$ cat src/rtl/cu_pkg.sv
// Shared definitions for the control sequencer: state encodings, opcodes and
// the Ctrl bit layout. Every execute sequence has contiguous state codes.
package cu_pkg;

  localparam int ST_W = 8;

  typedef enum logic [ST_W-1:0] {
    S_RESET, S_FETCH0, S_FETCH1, S_FETCH2, S_HALT,
    S_LD3, S_LD4, S_LD5, S_LD6, S_LD7,
    S_LDI3, S_LDI4, S_LDI5,
    S_ST3, S_ST4, S_ST5, S_ST6, S_ST7,
    S_ADD3, S_ADD4, S_ADD5, S_SUB3, S_SUB4, S_SUB5,
    S_SHR3, S_SHR4, S_SHR5, S_SHL3, S_SHL4, S_SHL5,
    S_ROR3, S_ROR4, S_ROR5, S_ROL3, S_ROL4, S_ROL5,
    S_AND3, S_AND4, S_AND5, S_OR3, S_OR4, S_OR5,
    S_ADDI3, S_ADDI4, S_ADDI5, S_ANDI3, S_ANDI4, S_ANDI5,
    S_ORI3, S_ORI4, S_ORI5,
    S_NEG3, S_NEG4, S_NEG5, S_NOT3, S_NOT4, S_NOT5,
    S_MUL3, S_MUL4, S_MUL5, S_MUL6, S_DIV3, S_DIV4, S_DIV5, S_DIV6,
    S_BR3, S_BR4, S_BR5, S_BR6, S_JR3, S_JAL3, S_JAL4,
    S_IN3, S_OUT3, S_MFHI3, S_MFLO3, S_NOP3
  } state_t;

  localparam logic [4:0] OP_LD   = 5'b00000, OP_LDI  = 5'b00001, OP_ST   = 5'b00010;
  localparam logic [4:0] OP_ADD  = 5'b00011, OP_SUB  = 5'b00100, OP_SHR  = 5'b00101;
  localparam logic [4:0] OP_SHL  = 5'b00110, OP_ROR  = 5'b00111, OP_ROL  = 5'b01000;
  localparam logic [4:0] OP_AND  = 5'b01001, OP_OR   = 5'b01010, OP_ADDI = 5'b01011;
  localparam logic [4:0] OP_ANDI = 5'b01100, OP_ORI  = 5'b01101, OP_MUL  = 5'b01110;
  localparam logic [4:0] OP_DIV  = 5'b01111, OP_NEG  = 5'b10000, OP_NOT  = 5'b10001;
  localparam logic [4:0] OP_BR   = 5'b10010, OP_JR   = 5'b10011, OP_JAL  = 5'b10100;
  localparam logic [4:0] OP_IN   = 5'b10101, OP_OUT  = 5'b10110, OP_MFHI = 5'b10111;
  localparam logic [4:0] OP_MFLO = 5'b11000, OP_NOP  = 5'b11001, OP_HALT = 5'b11010;

  localparam int C_PC_OUT  = 0,  C_MAR_IN  = 1,  C_READ     = 2,  C_WRITE      = 3;
  localparam int C_MDR_IN  = 4,  C_MDR_OUT = 5,  C_IR_IN    = 6,  C_INC_PC     = 7;
  localparam int C_PC_IN   = 8,  C_R_OUT   = 9,  C_R_IN     = 10, C_GRA        = 11;
  localparam int C_GRB     = 12, C_GRC     = 13, C_BA_OUT   = 14, C_Y_IN       = 15;
  localparam int C_C_OUT   = 16, C_ZHI_IN  = 17, C_ZLO_IN   = 18, C_ZHI_OUT    = 19;
  localparam int C_ZLO_OUT = 20, C_HI_IN   = 21, C_LO_IN    = 22, C_HI_OUT     = 23;
  localparam int C_LO_OUT  = 24, C_INPORT_OUT = 25, C_OUTPORT_IN = 26, C_CON_IN = 27;
  localparam int C_ADD = 28, C_SUB = 29, C_SHR = 30, C_SHL = 31, C_ROR = 32, C_ROL = 33;
  localparam int C_AND = 34, C_OR  = 35, C_MUL = 36, C_DIV = 37, C_NEG = 38, C_NOT = 39;
  localparam int CTRL_W = 40;

  // First execute state for a legal opcode; halt maps straight to S_HALT.
  function automatic state_t exec_start(input logic [4:0] op);
    state_t s;
    s = S_HALT;
    case (op)
      OP_LD:   s = S_LD3;   OP_LDI:  s = S_LDI3;  OP_ST:   s = S_ST3;
      OP_ADD:  s = S_ADD3;  OP_SUB:  s = S_SUB3;  OP_SHR:  s = S_SHR3;
      OP_SHL:  s = S_SHL3;  OP_ROR:  s = S_ROR3;  OP_ROL:  s = S_ROL3;
      OP_AND:  s = S_AND3;  OP_OR:   s = S_OR3;   OP_ADDI: s = S_ADDI3;
      OP_ANDI: s = S_ANDI3; OP_ORI:  s = S_ORI3;  OP_MUL:  s = S_MUL3;
      OP_DIV:  s = S_DIV3;  OP_NEG:  s = S_NEG3;  OP_NOT:  s = S_NOT3;
      OP_BR:   s = S_BR3;   OP_JR:   s = S_JR3;   OP_JAL:  s = S_JAL3;
      OP_IN:   s = S_IN3;   OP_OUT:  s = S_OUT3;  OP_MFHI: s = S_MFHI3;
      OP_MFLO: s = S_MFLO3; OP_NOP:  s = S_NOP3;
      default: s = S_HALT;
    endcase
    return s;
  endfunction

  function automatic logic is_last(input state_t s);
    case (s)
      S_LD7, S_LDI5, S_ST7, S_ADD5, S_SUB5, S_SHR5, S_SHL5, S_ROR5, S_ROL5,
      S_AND5, S_OR5, S_ADDI5, S_ANDI5, S_ORI5, S_NEG5, S_NOT5, S_MUL6, S_DIV6,
      S_BR6, S_JR3, S_JAL4, S_IN3, S_OUT3, S_MFHI3, S_MFLO3, S_NOP3: return 1'b1;
      default: return 1'b0;
    endcase
  endfunction

endpackage

$ cat src/rtl/cu_ctrl_decode.sv
// Combinational State -> Ctrl decoder. Only the branch-commit state looks at
// the condition flag; the MUL/DIV issue state also sees its final-cycle flag.
module cu_ctrl_decode import cu_pkg::*; (
  input  logic [ST_W-1:0]   state_i,
  input  logic              con_ff_i,
  input  logic              mdiv_last_i,
  output logic [CTRL_W-1:0] ctrl_o
);

  state_t st;
  assign st = state_t'(state_i);

  always_comb begin
    ctrl_o = '0;
    case (st)
      S_FETCH0: begin ctrl_o[C_PC_OUT] = 1'b1; ctrl_o[C_MAR_IN] = 1'b1; end
      S_FETCH1, S_LD6: begin ctrl_o[C_READ] = 1'b1; ctrl_o[C_MDR_IN] = 1'b1; end
      S_FETCH2: begin
        ctrl_o[C_MDR_OUT] = 1'b1; ctrl_o[C_IR_IN] = 1'b1; ctrl_o[C_INC_PC] = 1'b1;
      end
      S_LD3, S_LDI3, S_ST3: begin
        ctrl_o[C_GRB] = 1'b1; ctrl_o[C_BA_OUT] = 1'b1; ctrl_o[C_Y_IN] = 1'b1;
      end
      S_LD4, S_LDI4, S_ST4, S_BR5: begin
        ctrl_o[C_C_OUT] = 1'b1; ctrl_o[C_ADD] = 1'b1; ctrl_o[C_ZLO_IN] = 1'b1;
      end
      S_LD5, S_ST5: begin ctrl_o[C_ZLO_OUT] = 1'b1; ctrl_o[C_MAR_IN] = 1'b1; end
      S_LD7: begin ctrl_o[C_MDR_OUT] = 1'b1; ctrl_o[C_GRA] = 1'b1; ctrl_o[C_R_IN] = 1'b1; end
      S_ST6: begin ctrl_o[C_GRA] = 1'b1; ctrl_o[C_R_OUT] = 1'b1; ctrl_o[C_MDR_IN] = 1'b1; end
      S_ST7: ctrl_o[C_WRITE] = 1'b1;
      S_ADD3, S_SUB3, S_SHR3, S_SHL3, S_ROR3, S_ROL3, S_AND3, S_OR3,
      S_ADDI3, S_ANDI3, S_ORI3, S_NEG3, S_NOT3: begin
        ctrl_o[C_GRB] = 1'b1; ctrl_o[C_R_OUT] = 1'b1; ctrl_o[C_Y_IN] = 1'b1;
      end
      S_ADD4, S_SUB4, S_SHR4, S_SHL4, S_ROR4, S_ROL4, S_AND4, S_OR4: begin
        ctrl_o[C_GRC] = 1'b1; ctrl_o[C_R_OUT] = 1'b1; ctrl_o[C_ZLO_IN] = 1'b1;
      end
      S_ADDI4, S_ANDI4, S_ORI4: begin ctrl_o[C_C_OUT] = 1'b1; ctrl_o[C_ZLO_IN] = 1'b1; end
      S_NEG4, S_NOT4: ctrl_o[C_ZLO_IN] = 1'b1;
      S_ADD5, S_SUB5, S_SHR5, S_SHL5, S_ROR5, S_ROL5, S_AND5, S_OR5,
      S_ADDI5, S_ANDI5, S_ORI5, S_NEG5, S_NOT5, S_LDI5: begin
        ctrl_o[C_ZLO_OUT] = 1'b1; ctrl_o[C_GRA] = 1'b1; ctrl_o[C_R_IN] = 1'b1;
      end
      S_MUL3, S_DIV3: begin ctrl_o[C_GRA] = 1'b1; ctrl_o[C_R_OUT] = 1'b1; ctrl_o[C_Y_IN] = 1'b1; end
      // The 64-bit product/quotient is captured only once the unit has settled.
      S_MUL4, S_DIV4: begin
        ctrl_o[C_GRB] = 1'b1; ctrl_o[C_R_OUT] = 1'b1;
        ctrl_o[C_ZHI_IN] = mdiv_last_i; ctrl_o[C_ZLO_IN] = mdiv_last_i;
      end
      S_MUL5, S_DIV5: begin ctrl_o[C_ZLO_OUT] = 1'b1; ctrl_o[C_LO_IN] = 1'b1; end
      S_MUL6, S_DIV6: begin ctrl_o[C_ZHI_OUT] = 1'b1; ctrl_o[C_HI_IN] = 1'b1; end
      S_BR3: begin ctrl_o[C_GRA] = 1'b1; ctrl_o[C_R_OUT] = 1'b1; ctrl_o[C_CON_IN] = 1'b1; end
      S_BR4: begin ctrl_o[C_PC_OUT] = 1'b1; ctrl_o[C_Y_IN] = 1'b1; end
      S_BR6: begin ctrl_o[C_ZLO_OUT] = con_ff_i; ctrl_o[C_PC_IN] = con_ff_i; end
      S_JR3, S_JAL4: begin ctrl_o[C_GRA] = 1'b1; ctrl_o[C_R_OUT] = 1'b1; ctrl_o[C_PC_IN] = 1'b1; end
      S_JAL3: begin ctrl_o[C_PC_OUT] = 1'b1; ctrl_o[C_GRB] = 1'b1; ctrl_o[C_R_IN] = 1'b1; end
      S_IN3: begin ctrl_o[C_INPORT_OUT] = 1'b1; ctrl_o[C_GRA] = 1'b1; ctrl_o[C_R_IN] = 1'b1; end
      S_OUT3: begin ctrl_o[C_GRA] = 1'b1; ctrl_o[C_R_OUT] = 1'b1; ctrl_o[C_OUTPORT_IN] = 1'b1; end
      S_MFHI3: begin ctrl_o[C_HI_OUT] = 1'b1; ctrl_o[C_GRA] = 1'b1; ctrl_o[C_R_IN] = 1'b1; end
      S_MFLO3: begin ctrl_o[C_LO_OUT] = 1'b1; ctrl_o[C_GRA] = 1'b1; ctrl_o[C_R_IN] = 1'b1; end
      default: ctrl_o = '0;
    endcase

    case (st)
      S_ADD4, S_ADDI4: ctrl_o[C_ADD] = 1'b1;
      S_SUB4:          ctrl_o[C_SUB] = 1'b1;
      S_SHR4:          ctrl_o[C_SHR] = 1'b1;
      S_SHL4:          ctrl_o[C_SHL] = 1'b1;
      S_ROR4:          ctrl_o[C_ROR] = 1'b1;
      S_ROL4:          ctrl_o[C_ROL] = 1'b1;
      S_AND4, S_ANDI4: ctrl_o[C_AND] = 1'b1;
      S_OR4, S_ORI4:   ctrl_o[C_OR]  = 1'b1;
      S_MUL4:          ctrl_o[C_MUL] = 1'b1;
      S_DIV4:          ctrl_o[C_DIV] = 1'b1;
      S_NEG4:          ctrl_o[C_NEG] = 1'b1;
      S_NOT4:          ctrl_o[C_NOT] = 1'b1;
      default: ;
    endcase
  end

endmodule

$ cat src/rtl/control_sequencer.sv
// Hardwired CPU control sequencer: fetch/execute state machine, stop latch and
// sticky Illegal flag. Define CONTROL_SEQUENCER_MEMWAIT_EN for Mem_Ready waits.
module control_sequencer import cu_pkg::*; #(
  parameter int DATA_W   = 32,
  parameter int OPC_W    = 5,   // must be at least 5
  parameter int STATE_W  = 8,
  parameter int MDIV_LAT = 3    // 0..15
) (
  input  logic               Clock,
  input  logic               Reset,
  input  logic               Stop,
  input  logic [DATA_W-1:0]  IR_Data,
  input  logic               ConFF_Out,
  input  logic               Mem_Ready,
  output logic               Run,
  output logic               Illegal,
  output logic [CTRL_W-1:0]  Ctrl,
  output logic [STATE_W-1:0] State
);

  localparam logic [3:0] LAT = 4'(MDIV_LAT);

  state_t     state_q, state_d;
  logic [3:0] cnt_q, cnt_d;
  logic       stop_q, stop_d;
  logic       illegal_q, illegal_d;

  logic [OPC_W-1:0] opc;
  logic             opc_legal;
  logic             is_mdiv, mdiv_last, mem_wait;
  logic             unused_ir;

  assign opc       = IR_Data[DATA_W-1 -: OPC_W];
  assign opc_legal = (opc <= OPC_W'(OP_HALT));
  assign unused_ir = ^IR_Data[DATA_W-OPC_W-1:0];

  assign is_mdiv   = (state_q == S_MUL4) || (state_q == S_DIV4);
  assign mdiv_last = (cnt_q == LAT);

`ifdef CONTROL_SEQUENCER_MEMWAIT_EN
  assign mem_wait = !Mem_Ready &&
                    ((state_q == S_FETCH1) || (state_q == S_LD6) || (state_q == S_ST7));
`else
  logic unused_mem_ready;
  assign unused_mem_ready = Mem_Ready;
  assign mem_wait = 1'b0;
`endif

  always_ff @(posedge Clock or posedge Reset) begin
    if (Reset) begin
      state_q   <= S_RESET;
      cnt_q     <= '0;
      stop_q    <= 1'b0;
      illegal_q <= 1'b0;
    end else begin
      state_q   <= state_d;
      cnt_q     <= cnt_d;
      stop_q    <= stop_d;
      illegal_q <= illegal_d;
    end
  end

  always_comb begin
    state_d   = state_q;
    cnt_d     = cnt_q;
    illegal_d = illegal_q;
    stop_d    = stop_q | Stop;
    case (state_q)
      S_RESET: state_d = S_FETCH0;
      S_HALT:  state_d = S_HALT;
      S_FETCH2: begin
        if (opc_legal) begin
          state_d = exec_start(opc[4:0]);
        end else begin
          state_d   = S_HALT;
          illegal_d = 1'b1;
        end
      end
      default: begin
        if (mem_wait) begin
          state_d = state_q;
        end else if (is_mdiv && !mdiv_last) begin
          cnt_d = cnt_q + 4'd1;
        end else begin
          cnt_d = '0;
          // A stop seen on this very edge still counts at the boundary.
          if (is_last(state_q)) state_d = stop_d ? S_HALT : S_FETCH0;
          else                  state_d = state_t'(ST_W'(state_q) + ST_W'(1));
        end
      end
    endcase
  end

  cu_ctrl_decode u_decode (
    .state_i     (state_q),
    .con_ff_i    (ConFF_Out),
    .mdiv_last_i (mdiv_last),
    .ctrl_o      (Ctrl)
  );

  assign State   = STATE_W'(state_q);
  assign Run     = !Reset && (state_q != S_HALT);
  assign Illegal = illegal_q;

endmodule
$ cat config.mk
export PLATFORM = sky130hd
export DESIGN_NAME = control_sequencer
export DESIGN_NICKNAME = d
export VERILOG_FILES = /design/src/rtl/cu_pkg.sv /design/src/rtl/cu_ctrl_decode.sv /design/src/rtl/control_sequencer.sv
export SDC_FILE = /design/constraint.sdc
export NUM_CORES = 1
export LEC_CHECK = 0
export ABC_AREA = 1
export CAP_MARGIN = 20
export CORE_ASPECT_RATIO = 2
export CORE_MARGIN = 2
export CORE_UTILIZATION = 30
export DETAILED_ROUTE_END_ITERATION = 16
export HOLD_SLACK_MARGIN = 0.1
export SLEW_MARGIN = 15
export SYNTH_ARGS = -nofsm -noshare
export SYNTH_HDL_FRONTEND = slang
export SYNTH_SLANG_ARGS = --single-unit
$ cat constraint.sdc
create_clock -name Clock -period 2.3 [get_ports Clock]
set_input_delay 0.46 -clock Clock [delete_from_list [all_inputs] [get_ports Clock]]
set_output_delay 0.46 -clock Clock [all_outputs]
set_load 0.01 [all_outputs]
Word level (Yosys, flattened, before mapping)
Memories as Yosys holds them, arrays and structs flattened.
Index checks and enable logic that the tools add are counted.
{"block": "totals", "in_bits": 37, "ff_bits": 14, "rom_bits": 352, "output_inout_bits": 50, "elab_cells": 168, "ram_bits": 0, "n_memories": 2, "latchBits": 0}
{"name": "(name not given)", "words": 32, "width": 7, "rd": 1, "rd_clocked_by_memory_dff": 0, "write_ports": 0, "line": "cu_pkg.sv:49", "text": "case (op)"}
{"name": "(name not given)", "words": 128, "width": 1, "rd": 1, "rd_clocked_by_memory_dff": 0, "write_ports": 0, "line": "cu_pkg.sv:65", "text": "case (s)"}
{"block": "op_classes", "mux": 48, "addsub": 2, "n_eq_ne": 78, "shift": 0, "reduce_logical": 31, "n_mul": 0, "div": 0, "bitwise_logic": 2, "n_lt_le_gt_ge": 1}
{"cell": "8-bit by 6-bit equality test with 1-bit output (second input constant)", "count": 32}
{"cell": "8-bit by 5-bit equality test with 1-bit output (second input constant)", "count": 16}
{"cell": "8-bit by 7-bit equality test with 1-bit output (second input constant)", "count": 12}
{"cell": "8-bit by 4-bit equality test with 1-bit output (second input constant)", "count": 8}
{"cell": "19-bit OR reduction", "count": 3}
{"cell": "1-bit two-way mux", "count": 38}
{"cell": "8-bit by 3-bit equality test with 1-bit output (second input constant)", "count": 4}
{"cell": "30-bit OR reduction", "count": 1}
{"cell": "25-bit OR reduction", "count": 1}
{"cell": "8-bit two-way mux", "count": 3}
{"cell": "8-bit one-hot mux with 3 select lines", "count": 1}
{"cell": "18-bit OR reduction", "count": 1}
{"cell": "2-bit OR reduction", "count": 9}
{"cell": "17-bit OR reduction", "count": 1}
{"cell": "8-bit by 2-bit equality test with 1-bit output (second input constant)", "count": 2}
{"cell": "3-bit OR reduction", "count": 5}
{"cell": "8-bit by 1-bit adder with 8-bit output (second input constant)", "count": 1}
{"cell": "8-bit by 1-bit equality test with 1-bit output (second input constant)", "count": 1}
{"cell": "8-bit logical NOT", "count": 1}
{"cell": "8-bit by 3-bit inequality test with 1-bit output (second input constant)", "count": 1}
{"cell": "8-bit OR reduction", "count": 1}
{"cell": "7-bit OR reduction", "count": 1}
{"cell": "1-bit one-hot mux with 2 select lines", "count": 3}
{"cell": "5-bit <= comparator (second input constant)", "count": 1}
{"cell": "other kinds (13)", "count": 15}

Longest topological paths before layout
Gate-level depths: netlist (run 1).
{"block": "logic_depth", "ltp_word": 8, "ltp_mapped": 14, "ltp_nobuf": 14}

By module
A second synthesis (run 1) with hierarchy kept.
{"block": "unflattened", "cells_unflattened": 425, "hier_area_um2": 2323.5}
{"mod": "control_sequencer", "area_each_um2": 1337.5, "n_inst": 1, "cells_each": 187}
{"mod": "cu_ctrl_decode", "area_each_um2": 985.9, "n_inst": 1, "cells_each": 238}

Least setup slack after synthesis (run 1)
OpenSTA, ideal clock, no wires.
{"block": "synth_path", "path_kind": "reg-to-output", "from": "register state_q[0] (netlist: State[0])", "to": "output port Ctrl[15]", "path_buffers": 0, "t_required_ns": 1.840, "slack_ns": 0.062, "path_stages_with_launch": 11, "arrival_ns": 1.778, "path_cell_list": "dfrtp_1 -> inv_1 -> ha_1 -> inv_1 -> nor2_1 -> nor2_1 -> inv_1 -> o21ai_0 -> nand2_1 -> nor3_2 -> nand4_1"}
{"block": "synth_between", "elab_chain_cells": 3}
{"element": "start, declared", "line": "control_sequencer.sv:23", "text": "state_t state_q, state_d;"}
{"element": "start signal, assigned", "line": "control_sequencer.sv:56", "text": "state_q <= state_d;"}
{"element": "8-bit by 7-bit equality test with 1-bit output, or another cell as far along", "line": "cu_ctrl_decode.sv:15", "text": "case (st)"}
{"element": "19-bit OR reduction (no line) (*)"}
{"element": "1-bit two-way mux (*)", "line": "cu_ctrl_decode.sv:15"}
{"element": "end, declared", "line": "control_sequencer.sv:17", "text": "output logic [CTRL_W-1:0] Ctrl,"}
Mark *: on every way between the ends. The rest lies on a longest branch, timed or not.

Worst setup path in the final report (run 1)
{"block": "layout_path", "from": "register state_q[1] (netlist: State[1])", "to": "output port Ctrl[15]"}
Same word-level chain as after synthesis.

==> reports/qor.txt, run 1 <==
Status: finished with violations
Violated checks: negative setup slack
Critical Path Sink Type: primary output
Post-synthesis cell area: 0.00206 mm^2
P_leak: 2.18 nW
Most frequent cells in the layout: buf_4, nand2_1, inv_1
CP startpoint kind: flop
Post-Syn Area per Cell: 6.00 um^2
Post-route antenna net violation count: 0
Sequential element share of the synthesized area: 17.0%
Min Clock Period, post-route: 2.43 ns
Post-synth cell types: 43
Core area: 0.00662 mm^2
DPL Wire Length: 7.52 mm
Max-slew headroom: 61.6%
Required @ worst endpoint: 1.84 ns
Reg-to-Reg Start: State[7]
Worst path cell trace: buf_6 -> ha_4 -> inv_4 -> nor2_2 -> nor2_2 -> buf_6 -> a21oi_4 -> nor3_4 -> nand4_1 -> buf_2
Final #Nets: 570
FF-to-FF setup slack: 0.28 ns
Maximum vdd drop: 0.000329 V
Vias after detailed routing: 2994
Pin slew with the least headroom to its limit: 0.576 ns
Post-Layout Cell Count: 610
Setup TNS: -0.760 ns
First-pass GRT wire length: 14.5 mm
Hold Crit Start: Illegal
Pin count of the biggest net entering global routing: 15
Post-synth EDFFs: 0
GPL Wtd Cong: 0.968
Critical path's slowest cell: dfrtp_1
# clock sinks: 14
Net count after synthesis: 391
# port buffers: 58
Std-Cell Rows: 42
Vias in the first global route: 3136
Fmax: 0.411 GHz
Dpl cells: 581
Crit Path Max Fanout: 3
Via density: 4.91
WHS: 0.461 ns
Primary FF master, synth: dfrtp_1
Die width: 62.6 um
Hold Crit Class: flop to flop
PnR worst setup slack: -0.132 ns
Slowest stage delay, CP: 0.42 ns
CTS Buffer Depth: 2
Initial antenna violation count: 0
Io pins: 87
Total Power: 683 uW
WS Path Type: flop to primary output
Leading cell type in the layout, fill and taps excluded: buf_4
DRC viols: 0
Layout area overhead: 101%
All-Layer GR Usage: 24.6%
Final setup vio count: 8
Die height: 121 um
ANT cells: 0
Hold Vio Cnt, Final: 0
Synth warnings: 0
Post-Syn Instances: 344
Initial DRC Count: 80
Crit. Startpoint: State[1]
Number of hold buffers added after cts: 0
Routed Wire Length: 9.21 mm
CTS H-Tree Depth: 1
Clk Latency, worst-skew pair: 0.24 ns
Worst slack, placed: -0.496 ns
Avg WL per Cell: 15.1 um
Total CTS buffers: 3
Clock skew: 0.00301 ns
FILL cells: 627
CTS clk-pin slew, worst paths: 0.05 ns
Root Driver: clkbuf_16
Async SR Flop Fraction: 100%
RSZ-0062 raised after global routing: yes
Layout cells sized above 1: 51.0%
Grt ovf: 0
Power per cell area: 164 mW/mm^2
Worst EP arrival: 1.97 ns
Synth Register Bits: 14
Die ar.: 0.00760 mm^2
Initial Util: 31.2%
MaxCap Viol Count: 0
CTS tree: done
Tcrit/Tclk final: 106%
DRT Pass-1 Iters: 4
Max-slew violation count: 0
## layer usage
layer	up-vias	wire (um)	track usage, %
met1	1359	2720	19.1
met5	-	0	0
met4	0	852	20.8
li1	1476	-	-
met2	114	5350	51.9
met3	45	291	1.48
## Yosys cell counts, drive strengths merged (2+ instances only)
| master | n | area share, % |
|---|---|---|
| a21oi | 12 | 3.1 |
| a31oi | 4 | 1.2 |
| buf | 8 | 2.7 |
| clkbuf | 2 | 0.36 |
| dfrtp | 14 | 17 |
| ha | 10 | 6.1 |
| inv | 52 | 9.5 |
| nand2 | 86 | 17 |
| nand3 | 27 | 8.5 |
| nand4 | 3 | 0.91 |
| nor2 | 59 | 13 |
| nor3 | 11 | 3.5 |
| nor4 | 3 | 0.91 |
| o2111ai | 2 | 0.85 |
| o211ai | 8 | 2.9 |
| o21ai | 26 | 6.3 |
| or2 | 2 | 0.61 |
| xor2 | 5 | 2.1 |
## what timing repair did
item / CTS / global route
resized for setup: 177 / 96
endpoints found under the setup margin: 41 / 33
pin swaps: 24 / 31
setup buffers: 18 / 8
## area by class of cell
class	count	area, um^2	share of cell area [%]
multi-input combinational	268	1890	45.4
timing repair buffer	184	1510	36.3
sequential	14	354	8.52
inverter	52	210	5.06
tap	88	110	2.65
clock buffer	4	88.8	2.14
## state kept, by name (all words and copies together), names as in the netlist
name     count
Illegal      1
State        8
cnt_q        4
stop_q       1
## final timing paths
kind | endpoint | cells after the start
setup / recovery | Ctrl[15] | 10
hold / removal | Illegal | 2
setup reg to reg | State[0] | 12
hold reg to reg | Illegal | 2
max in group asynchronous | State[4] | 2
min in group asynchronous | stop_q | 2
## metrics by stage
step           cell area, um^2  utilization (%)
6_report                  4160             62.8
5_1_grt                   4160             62.8
4_1_cts                   3870             58.4
3_5_place_dp              3450             52.1
3_3_place_gp              3450             52.1
2_1_floorplan             2060                -
## report_power, final
group	total [mW]	switching [mW]	internal, mW
Combinational	0.0713	0.0419	0.0294
Clock	0.365	0.101	0.263
Sequential	0.247	0.00000000000000000683	0.247
Total	0.683	0.143	0.540
## kinds of logic after synthesis
logic type,count (synthesis),share of synthesized area [%]
AO/OA/AOI/OAI,59,17.2
XOR/XNOR,5,2.12
flip-flops,14,17.0
buffers and inverters,62,12.6
AND/OR/NAND/NOR,194,45.1
adder cells (fa/ha/maj),10,6.06
## critical path, delay by kind of cell (launching register included)
kind	cells	cell delay (ns)
buffers and inverters	4	0.53
and+or+nand+nor	4	0.54
DFF	1	0.42
AOI/OAI and AO/OA	1	0.06
adders and majority gates	1	0.18
Power figures use the tool's default switching activity.
==> run 2: changes to the inputs <==
--- a/config.mk
+++ b/config.mk
@@ -11,6 +11,7 @@
 export CORE_MARGIN = 2
 export CORE_UTILIZATION = 30
 export DETAILED_ROUTE_END_ITERATION = 16
+export DONT_BUFFER_PORTS = 1
 export HOLD_SLACK_MARGIN = 0.1
 export SLEW_MARGIN = 15
 export SYNTH_ARGS = -nofsm -noshare
==> run 2 against run 1 <==
Compared with the run above: the flow now finishes without violations; sequential cell count unchanged; total power down 3.0%; non-clock buffer count fell by 110; critical path type unchanged.
==> reports/qor.txt, run 2 (same netlist as run 1, synthesis figures left out) <==
CTS H-Tree Depth: 1 (unchanged)
CP startpoint kind: flop (unchanged)
Via density: 5.25 (was 4.91)
Io pins: 87 (unchanged)
Pin slew with the least headroom to its limit: 0.554 ns (was 0.576 ns)
Min Clock Period, post-route: 2.30 ns (was 2.43 ns)
Finished Cell Area: 0.00316 mm^2 (was 0.00416 mm^2)
WS Path Type: flop to primary output (unchanged)
DRT Pass-1 Iters: 4 (unchanged)
Initial Util: 31.2% (unchanged)
Number of hold buffers added after cts: 0 (unchanged)
FF-to-FF setup slack: 0.16 ns (was 0.28 ns)
# port buffers: 0 (was 58)
Area of the multi-input gates: 0.00179 mm^2 (was 0.00189 mm^2)
Reg2reg path depth: 13 (was 12)
Register area: 359 um^2 (was 354 um^2)
Final #Nets: 460 (was 570)
Initial antenna violation count: 0 (unchanged)
Power per cell area: 209 mW/mm^2 (was 164 mW/mm^2)
Post-Place Cell Area: 0.00249 mm^2 (was 0.00345 mm^2)
Die width: 62.6 um (unchanged)
Max-slew violation count: 0 (unchanged)
CTS clk-pin slew, worst paths: 0.05 ns (about the same)
Layout area overhead: 53.4% (was 101%)
Die height: 121 um (unchanged)
Layout cells sized above 1: 43.7% (was 51.0%)
Clock skew: 0.000744 ns (was 0.00301 ns)
Total Power: 663 uW (was 683 uW)
Reg2reg end: State[1] (was State[0])
Fmax: 0.436 GHz (was 0.411 GHz)
ANT cells: 0 (unchanged)
Max reg flops: 8 (unchanged)
GPL Wtd Cong: 0.967 (was 0.968)
Final setup vio count: 0 (was 8)
Post-route antenna net violation count: 0 (unchanged)
Initial DRC Count: 159 (was 80)
Critical Path Sink Type: primary output (unchanged)
Routed Wire Length: 8.13 mm (was 9.21 mm)
Clk Latency, worst-skew pair: 0.25 ns (was 0.24 ns)
CTS tree: done (unchanged)
Core area: 0.00662 mm^2 (unchanged)
Maximum vdd drop: 0.000180 V (was 0.000329 V)
Leading cell type in the layout, fill and taps excluded: nand2_1 (was buf_4)
Total CTS buffers: 3 (unchanged)
Max-slew headroom: 63.0% (was 61.6%)
DRC viols: 0 (unchanged)
CTS Buffer Depth: 2 (unchanged)
All-Layer GR Usage: 21.3% (was 24.6%)
# clock sinks: 14 (unchanged)
Std-Cell Rows: 42 (unchanged)
Required @ worst endpoint: 1.84 ns (about the same)
Crit Path Max Fanout: 4 (was 3)
Most frequent cells in the layout: nand2_1, buf_4, inv_1 (was buf_4, nand2_1, inv_1)
Vias in the first global route: 2680 (was 3136)
Reg-to-Reg Start: State[0] (was State[7])
MaxCap Viol Count: 0 (unchanged)
Grt ovf: 0 (unchanged)
Vias after detailed routing: 2623 (was 2994)
Worst EP arrival: 1.84 ns (was 1.97 ns)
RSZ-0062 raised after global routing: yes (unchanged)
Root Driver: clkbuf_16 (unchanged)
DPL Wire Length: 6.41 mm (was 7.52 mm)
First-pass GRT wire length: 12.6 mm (was 14.5 mm)
Setup TNS: 0 ns (was -0.760 ns)
FILL cells: 664 (was 627)
P_leak: 1.49 nW (was 2.18 nW)
Tcrit/Tclk final: 99.8% (was 106%)
Pin count of the biggest net entering global routing: 15 (unchanged)
Hold Vio Cnt, Final: 0 (unchanged)
Die ar.: 0.00760 mm^2 (unchanged)
Hold Crit Class: input port to async pin (was flop to flop)
Avg WL per Cell: 16.3 um (was 15.1 um)
Status: complete, no violations (was finished with violations)
==> run 2: changes by cell type in the layout (fill, tap and decap cells not counted), sizes merged <==
cell,change
clkdlybuf4s15,-4
clkbuf,-5
dlygate4sd2,-9
clkdlybuf4s50,-17
dlymetal6s2s,-4
buf,-71
==> run 2: worst max path at each step <==
stage	from	to	depth (start not counted)
floorplan	State[0]	Ctrl[15]	10
global placement	State[0]	Ctrl[15]	8
detailed placement	State[0]	Ctrl[15]	8
CTS	State[1]	Ctrl[18]	8
global route	State[0]	Ctrl[15]	8
finish	State[0]	Ctrl[18]	8
==> run 2: worst max-delay path: stages (launching register included) <==
cell and delay [ns]:
dfrtp_2 0.45, buf_6 0.14, ha_4 0.18, nand3_2 0.09, inv_2 0.04, o21ai_2 0.12
inv_2 0.07, nor3b_4 0.30, o2111ai_4 0.19
==> run 2: layout make-up <==
| cell class | instances | area share, % |
|---|---|---|
| timing repair buffer | 74 | 19.3 |
| sequential | 14 | 11.3 |
| tap | 88 | 3.48 |
| clock buffer | 4 | 2.81 |
| multi-input combinational | 268 | 56.6 |
| inverter | 52 | 6.41 |
==> run 2: repair_timing <==
action,in CTS,in global routing
endpoints found under the hold margin,0,0
setup endpoints to repair,20,14
buffers inserted,19,6
pin swaps,21,18
resized for setup,74,40
==> run 2: per-stage QoR <==
stage / utilization [%] / instances / hold slack, ns / setup WS (ns)
final: 47.8 / 500 / 0.146 / 0.00383
after global routing: 47.8 / 500 / 0.193 / -0.0673
after CTS: 45.3 / 494 / 0.171 / -0.00905
after detailed placement: 37.6 / 471 / 0.434 / 0.0297
after global placement: 37.6 / 471 / 0.426 / 0.0274
after floorplan: - / 344 / 0.349 / 0.0622
==> run 2: metal layers <==
layer	track usage [%]	share of wire, %
met3	2.41	4.9
met5	0	0
met1	17.5	31
met4	21.5	8.7
met2	41.3	56
==> run 2: report_power, final <==
part | switching [mW] | leakage, nW | internal [mW]
registers | 0.00000000000000000520 | 0.161 | 0.247
logic | 0.0314 | 1.28 | 0.0150
clock network | 0.106 | 0.0442 | 0.264
==> run 3: changes to the inputs <==
--- a/config.mk
+++ b/config.mk
@@ -6,8 +6,9 @@
 export NUM_CORES = 1
 export LEC_CHECK = 0
 export ABC_AREA = 1
+export ABC_CLOCK_PERIOD_IN_PS = 2300
 export CAP_MARGIN = 20
-export CORE_ASPECT_RATIO = 2
+export CORE_ASPECT_RATIO = 0.7
 export CORE_MARGIN = 2
 export CORE_UTILIZATION = 30
 export DETAILED_ROUTE_END_ITERATION = 16
==> run 3 against run 2 <==
Compared with the run above: the run now ends with negative setup slack left; sequential cell count did not move; highest routed layer unchanged; non-clock buffer count fell by 4; total power fell by 19%; largest power group is now sequential cells; sequential share of layout area rose by 0.35 points.
==> reports/qor.txt, run 3 (same netlist as run 1, synthesis figures left out) <==
Hold Vio Cnt, Final: 0 (unchanged)
Initial Util: 30.8% (was 31.2%)
Required @ worst endpoint: 1.84 ns (about the same)
Via density: 5.20 (was 5.25)
GPL Wtd Cong: 0.963 (was 0.967)
Post-route antenna net violation count: 0 (unchanged)
Io pins: 87 (unchanged)
CP startpoint kind: flop (unchanged)
Layout area overhead: 48.3% (was 53.4%)
Vias after detailed routing: 2610 (was 2623)
Most frequent cells in the layout: nand2_1, buf_4, inv_1 (unchanged)
Min Clock Period, post-route: 2.32 ns (was 2.30 ns)
All-Layer GR Usage: 19.8% (was 21.3%)
Max-slew headroom: 60.8% (was 63.0%)
Vias in the first global route: 2380 (was 2680)
PnR worst setup slack: -0.0250 ns (was 0.00383 ns)
Die width: 103 um (was 62.6 um)
Crit. Startpoint: State[1] (was State[0])
Finished Cell Area: 0.00306 mm^2 (was 0.00316 mm^2)
Max reg flops: 8 (unchanged)
Pin count of the biggest net entering global routing: 15 (unchanged)
WHS: 0.161 ns (was 0.146 ns)
ANT cells: 0 (unchanged)
Layout cells sized above 1: 42.2% (was 43.7%)
CTS clk-pin slew, worst paths: 0.06 ns (was 0.05 ns)
Die height: 73.4 um (was 121 um)
CTS tree: done (unchanged)
DRT Pass-1 Iters: 5 (was 4)
CTS Buffer Depth: 2 (unchanged)
Tcrit/Tclk final: 101% (was 99.8%)
WS Path Type: flop to primary output (unchanged)
Post-Place Cell Area: 0.00247 mm^2 (was 0.00249 mm^2)
DPL Wire Length: 5.82 mm (was 6.41 mm)
P_leak: 1.44 nW (was 1.49 nW)
Die ar.: 0.00757 mm^2 (was 0.00760 mm^2)
Pin slew with the least headroom to its limit: 0.587 ns (was 0.554 ns)
RSZ-0062 raised after global routing: yes (unchanged)
Hold Crit Class: input port to async pin (unchanged)
Number of hold buffers added after cts: 0 (unchanged)
Clock skew: 0.00188 ns (was 0.000744 ns)
Clk Latency, worst-skew pair: 0.25 ns (about the same)
Avg WL per Cell: 15.3 um (was 16.3 um)
Status: finished with violations (was complete, no violations)
CTS H-Tree Depth: 1 (unchanged)
Critical Path Sink Type: primary output (unchanged)
# port buffers: 0 (unchanged)
Reg-to-Reg Start: State[3] (was State[0])
Crit Path Max Fanout: 4 (unchanged)
Routed Wire Length: 7.67 mm (was 8.13 mm)
Leading cell type in the layout, fill and taps excluded: nand2_1 (unchanged)
Max-slew violation count: 0 (unchanged)
DRC viols: 0 (unchanged)
Initial antenna violation count: 0 (unchanged)
Violated checks: negative setup slack
Grt ovf: 0 (unchanged)
MaxCap Viol Count: 0 (unchanged)
First-pass GRT wire length: 11.8 mm (was 12.6 mm)
Std-Cell Rows: 25 (was 42)
Final setup vio count: 4 (was 0)
Core area: 0.00669 mm^2 (was 0.00662 mm^2)
Root Driver: clkbuf_8 (was clkbuf_16)
Fmax: 0.430 GHz (was 0.436 GHz)
# clock sinks: 14 (unchanged)
Total CTS buffers: 3 (unchanged)
Maximum vdd drop: 0.000185 V (was 0.000180 V)
Power per cell area: 175 mW/mm^2 (was 209 mW/mm^2)
Initial DRC Count: 218 (was 159)
Worst EP arrival: 1.86 ns (was 1.84 ns)
Final #Nets: 456 (was 460)
[run 3: changes by cell type in the layout (fill, tap and decap cells not counted), sizes merged]
cell  previous run  this run
buf             74        70
[run 3: final timing paths]
kind | end | slack [ns] | cells past startpoint
setup / recovery | Ctrl[15] | -0.02 | 11
hold / removal | stop_q | 0.16 | 1
setup reg to reg | cnt_q[2] | 0.05 | 14
hold reg to reg | stop_q | 0.47 | 1
max in group asynchronous | State[5] | 1.72 | 1
min in group Clock | stop_q | 0.35 | 1
[run 3: final cells by class]
type,count,area (um^2)
Fill cell,700,3630
Multi-Input combinational cell,268,1750
Timing Repair Buffer,70,569
Sequential cell,14,358
Inverter,52,208
Tap cell,94,118
Clock buffer,4,55.1
[run 3: power breakdown]
group	internal, mW	switching (mW)
registers	0.246	0.00000000000000000730
clock network	0.152	0.0912
logic	0.0149	0.0318
total	0.413	0.123
[run 3: metal layers]
metal / global-route usage, % / up-vias / wire (um)
met5: 0 / - / 0
met4: 1.61 / 0 / 4
met3: 5.61 / 2 / 814
met2: 29.1 / 124 / 3420
met1: 29.8 / 1232 / 3430
li1: - / 1252 / -
[run 3: repair_timing]
item	in CTS	in global routing
gates resized for setup	58	49
hold endpoints to repair	0	0
setup endpoints to repair	15	26
buffers inserted	13	10
pin swaps	17	19
[run 3: worst max-delay path: stages (launching register included)]
cell	delay [ns]
dfrtp_2	0.47
ha_4	0.20
buf_6	0.12
inv_4	0.05
nor2_4	0.05
nor2_4	0.12
nand2_2	0.08
buf_6	0.13
nand2_4	0.05
nand2_4	0.06
nor2_4	0.11
nand4_1	0.16
[run 3: per-stage QoR]
step / setup slack (ns) / instances / utilization, % / TNS, ns / total power, mW
finish: -0.0250 / 502 / 45.7 / -0.0626 / 0.536
global route: -0.113 / 502 / 45.7 / -0.763 / 0.565
CTS: -0.0198 / 492 / 42.2 / -0.0365 / 0.544
detailed placement: 0.0267 / 475 / 36.9 / 0 / 0.297
global placement: 0.0408 / 475 / 36.9 / 0 / 0.295
floorplan: 0.0622 / 344 / - / 0 / 0.291
